File: src/rtl/shift_pkg.sv
// Shared encodings and the per-stage payload record for the shift pipeline.
// Payload fields are sized for the largest build (64-bit data, 16-bit tag); narrower builds zero the upper bits.
package shift_pkg;

    localparam int MAX_W    = 64;
    localparam int MAX_TAGW = 16;
    localparam int MAX_SHW  = 6;

    typedef enum logic [1:0] {
        SH_SLL = 2'b00,
        SH_SRL = 2'b01,
        SH_SRA = 2'b10,
        SH_ROR = 2'b11
    } sh_mode_e;

    typedef struct packed {
        logic                valid;
        sh_mode_e            mode;
        logic                fill;
        logic                oor;
        logic [MAX_TAGW-1:0] tag;
        logic [MAX_W-1:0]    data;
        logic [MAX_SHW-1:0]  amt;
    } stage_pay_t;

    localparam int PAY_W = $bits(stage_pay_t);

endpackage

File: src/rtl/shift_stage.sv
// One barrel-shifter level: shifts by 2^K when amount bit K is set, then registers the payload.
// Latency: 1 cycle.
// Backpressure: the register loads only while advance is high, otherwise it holds.
module shift_stage
    import shift_pkg::*;
#(
    parameter int WIDTH = 32,
    parameter int K     = 0
) (
    input  logic             clk,
    input  logic             reset,
    input  logic             advance,
    input  logic [PAY_W-1:0] pay_in,
    output logic [PAY_W-1:0] pay_out
);

    localparam int S    = 1 << K;
    localparam bit LAST = (K == $clog2(WIDTH) - 1);

    stage_pay_t       p_in;
    stage_pay_t       pay_d;
    stage_pay_t       pay_q;
    logic [WIDTH-1:0] w;
    logic [WIDTH-1:0] sh;

    always_comb begin
        p_in = stage_pay_t'(pay_in);
        w    = p_in.data[WIDTH-1:0];
        sh   = w;
        if (p_in.amt[K]) begin
            case (p_in.mode)
                SH_SLL:  sh = w << S;
                SH_SRL:  sh = w >> S;
                SH_SRA:  sh = (w >> S) | ({WIDTH{p_in.fill}} << (WIDTH - S));
                default: sh = (w >> S) | (w << (WIDTH - S));
            endcase
        end
        // Oversized amounts were flagged at acceptance; the last level overrides the shifted value.
        if (LAST && p_in.oor && (p_in.mode != SH_ROR)) begin
            sh = (p_in.mode == SH_SRA) ? {WIDTH{p_in.fill}} : '0;
        end
        pay_d                  = p_in;
        pay_d.data             = '0;
        pay_d.data[WIDTH-1:0]  = sh;
    end

    always_ff @(posedge clk) begin
        if (reset) begin
            pay_q <= '0;
        end else if (advance) begin
            pay_q <= pay_d;
        end
    end

    assign pay_out = pay_q;

endmodule

File: src/rtl/shift_pipe.sv
// Pipelined SLL/SRL/SRA/ROR shifter with a tag carried alongside each operation.
// Latency: log2(WIDTH) cycles from acceptance to out_valid; 1 op/cycle throughput.
// Backpressure: whole pipe freezes while out_valid && !out_ready; in_ready mirrors that.
module shift_pipe
    import shift_pkg::*;
#(
    parameter int WIDTH = 32,
    parameter int TAGW  = 4
) (
    input  logic             clk,
    input  logic             reset,
    input  logic             in_valid,
    output logic             in_ready,
    input  logic [1:0]       in_mode,
    input  logic [WIDTH-1:0] in_a,
    input  logic [31:0]      in_b,
    input  logic [TAGW-1:0]  in_tag,
    output logic             out_valid,
    input  logic             out_ready,
    output logic [WIDTH-1:0] out_res,
    output logic [TAGW-1:0]  out_tag
);

    localparam int SHW = $clog2(WIDTH);

    logic [PAY_W-1:0] chain [SHW+1];
    stage_pay_t       in_pay;
    stage_pay_t       last;
    logic             advance;
    logic             unused_pay;

    always_comb begin
        in_pay                 = '0;
        in_pay.valid           = in_valid;
        in_pay.mode            = sh_mode_e'(in_mode);
        in_pay.fill            = in_a[WIDTH-1];
        in_pay.oor             = |in_b[31:SHW];
        in_pay.tag[TAGW-1:0]   = in_tag;
        in_pay.data[WIDTH-1:0] = in_a;
        in_pay.amt[SHW-1:0]    = in_b[SHW-1:0];
    end

    assign chain[0] = in_pay;

    for (genvar k = 0; k < SHW; k++) begin : g_stage
        shift_stage #(
            .WIDTH (WIDTH),
            .K     (k)
        ) u_stage (
            .clk     (clk),
            .reset   (reset),
            .advance (advance),
            .pay_in  (chain[k]),
            .pay_out (chain[k+1])
        );
    end

    assign last      = stage_pay_t'(chain[SHW]);
    assign out_valid = last.valid;
    assign out_res   = last.data[WIDTH-1:0];
    assign out_tag   = last.tag[TAGW-1:0];
    assign advance   = !out_valid || out_ready;
    assign in_ready  = advance;

    // Control fields and padding of the final payload are not needed at the output.
    assign unused_pay = ^{last.data, last.tag, last.amt, last.mode, last.fill, last.oor};

endmodule

File: config.mk
export PLATFORM = sky130hd
export DESIGN_NAME = shift_pipe
export DESIGN_NICKNAME = d
export VERILOG_FILES = /design/src/rtl/shift_pkg.sv /design/src/rtl/shift_stage.sv /design/src/rtl/shift_pipe.sv
export SDC_FILE = /design/constraint.sdc
export NUM_CORES = 1
export LEC_CHECK = 0
export BUFFER_PORTS_ARGS = -buffer_cell sky130_fd_sc_hd__buf_4
export CAP_MARGIN = 10
export CORE_MARGIN = 2
export CORE_UTILIZATION = 30
export CTS_CLUSTER_DIAMETER = 60
export DETAILED_ROUTE_END_ITERATION = 12
export GPL_ROUTABILITY_DRIVEN = 0
export PLACE_DENSITY_LB_ADDON = 0.12
export SYNTH_ARGS = -nofsm -noshare
export SYNTH_HDL_FRONTEND = slang
export SYNTH_SLANG_ARGS = --single-unit
File: constraint.sdc
create_clock -name clk -period 1.7 [get_ports clk]
set_input_delay 0.255 -clock clk [delete_from_list [all_inputs] [get_ports clk]]
set_output_delay 0.255 -clock clk [all_outputs]
set_load 0.02 [all_outputs]
==> results.cfg <==
[sta]
tightest_slew_ps = 519
hold_violations = 0
fmax_mhz = 608
fin_skew_ps = 27.1
post-route-period-util_pct = 96.8
fin_hold_ws_ps = 95.6
slew_viol_final = 0
slew_headroom_pct = 65.4
finalSetupViolCount = 0
period_minus_slack_ps = 1650
rsz0062_at_grt = yes

[final_layout]
syn_to_final_growth_pct = 22.3
antenna_cells = 0
final_common_cell = nand2_1
largest_register_ffs = 211
fillerInstances = 4018
final_cell_mix = nand2_1, dfxtp_1, o21ai_0
nets = 1555
drive_above_1_share_pct = 17.2

[floorplanning]
coreArea_sq_um = 37500
rows = 71
initial_core_util_pct = 30.3
die_h_um = 199
ios = 112
die_area_sq_um = 39400
die_w_um = 199

[synth]
synthDistinctLibCells = 37
seq_area_frac_synth_pct = 37.2
synthArstFlopShare_pct = 0
synth_fp_nets = 1526
ys_seq_elements = 211
syn_avg_cell_area_sq_um = 7.82
synthCells = 1452
synth.cell_area_sq_um = 11400
synth_largest_area_cell = dfxtp_1
yosysWarnings = 0
synth.area.top_cells = dfxtp_1, a311o_1, nand2_1
synth_edf_count = 0
ys.flop_type = dfxtp_1
synth.top_cell.area_share_pct = 37.2

[run_status]
status = complete, no violations

[global_route]
grt_usage_pct = 17.3
antenna_found_initial = 0
grt-busiest-layer = met2
grtUsageMet1_pct = 24.5
grtUsageMet2_pct = 27.9
grt_pass1_wl_mm = 55.0
grt_pass1_vias = 9769
use_met3_pct = 1.93
grt-ovfl-total = 0
grt_max_degree = 72

[drt]
postRouteAntennaNets = 0
first_iter_violations = 734
drc = 0
dr_total_vias = 10500
routedWlPerCell_um = 17.4
totalWireLength_mm = 34.9
first_pass_iters = 5
vias_per_cell = 5.23

[clocking]
clock_path_buffers = 3
htreeDepth = 1
cts_buffers = 29
cts_sinks = 211
clockRootBuffer = clkbuf_16
clock_latency_ps = 560
clk_pin_slew_ps = 50
cts_tree = built

[hold_path]
hold_class = in2reg

[setup_path]
end_kind = output pin
arrival_ps = 1390
critPathRequiredTime_ps = 1440
path_max_fanout = 3
crit_type = reg2out
cp-start-kind = flip-flop

[place]
port_buffers = 111
dp_hpwl_mm = 23.3

[pwr]
p_leak_nw = 5.10
vdd_drop_max_uv = 673
total_power_w = 0.0130
power_density_nw_per_um2 = 939

[job]
maxCapViolations = 0
[through the flow]
step	area (sq um)	setup TNS [ps]	cells	utilization (%)	worst slack (ps)
finish	13900	0	2013	37.1	54.5
detailed placement	12600	-22.1	1939	33.6	-10.1
floorplan	11400	0	1452	-	141
global placement	12600	-63.4	1939	33.6	-22.1
CTS	13700	-14.8	2008	36.7	-14.8
global route	13900	-86.6	2013	37.1	-24.8
[per-layer routing]
layer,routed length (um),vias to the layer above,share of wire [%]
li1,-,5310,-
met1,16800,4962,48
met2,16000,204,46
met3,1320,51,3.8
met4,784,0,2.2
met5,0,-,0
[kinds of logic after synthesis]
family | after synthesis | synth area share, %
XOR/XNOR | 1 | 0.143
AND/OR/NAND/NOR | 500 | 21.6
AO/OA/AOI/OAI | 522 | 30.7
flip-flops | 211 | 37.2
buffers and inverters | 204 | 8.94
multiplexers | 14 | 1.39
[path summary, 6_finish.rpt]
check                              endpoint                           start  depth (start not counted)  slack, ps
max                                in_ready  g_stage[4].u_stage.pay_out[90]                          4         50
min          g_stage[0].u_stage.pay_out[86]                        in_b[31]                          4        100
max reg2reg  g_stage[4].u_stage.pay_out[36]  g_stage[4].u_stage.pay_out[90]                          7         70
min reg2reg  g_stage[2].u_stage.pay_out[72]  g_stage[2].u_stage.pay_out[72]                          2        450
[critical path: stages, from the launching register on]
cell      delay (ps)
dfxtp_2          320
nor2b_4          180
clkinv_4          80
buf_12           130
buf_8            120
[where the power goes]
| group | total, W | switching, W | internal (W) |
|---|---|---|---|
| Combinational | 0.00159 | 0.000804 | 0.000781 |
| Sequential | 0.00552 | 0.000292 | 0.00522 |
| Clock | 0.00594 | 0.00234 | 0.00360 |
[repair_timing]
action,in CTS,in global routing
hold endpoints to repair,18,0
setup endpoints to repair,6,28
gates resized for setup,5,14
buffers inserted,3,3
cloned,1,2
hold buffers,13,0
[synthesized netlist by cell type (11+ instances only)]
| cell type | number |
|---|---|
| dfxtp_1 | 211 |
| a221oi_1 | 23 |
| o21ai_0 | 167 |
| nand2_1 | 234 |
| a21oi_1 | 159 |
| o211a_1 | 16 |
| a2bb2oi_1 | 11 |
| buf_4 | 39 |
| nor2b_1 | 18 |
| clkbuf_1 | 112 |
| buf_2 | 28 |
| a211oi_1 | 15 |
| a311o_1 | 98 |
| nor2_1 | 130 |
| or3b_1 | 97 |
[final cells by class]
type | count | area, sq um | share of cell area, %
Multi-Input combinational cell | 1037 | 6190 | 44.6
Inverter | 7 | 31.3 | 0.225
Clock buffer | 41 | 841 | 6.05
Tap cell | 511 | 639 | 4.60
Clock inverter | 11 | 110 | 0.793
Sequential cell | 211 | 4230 | 30.4
Timing Repair Buffer | 195 | 1850 | 13.3
No activity file was read; power rests on OpenSTA's default activity.
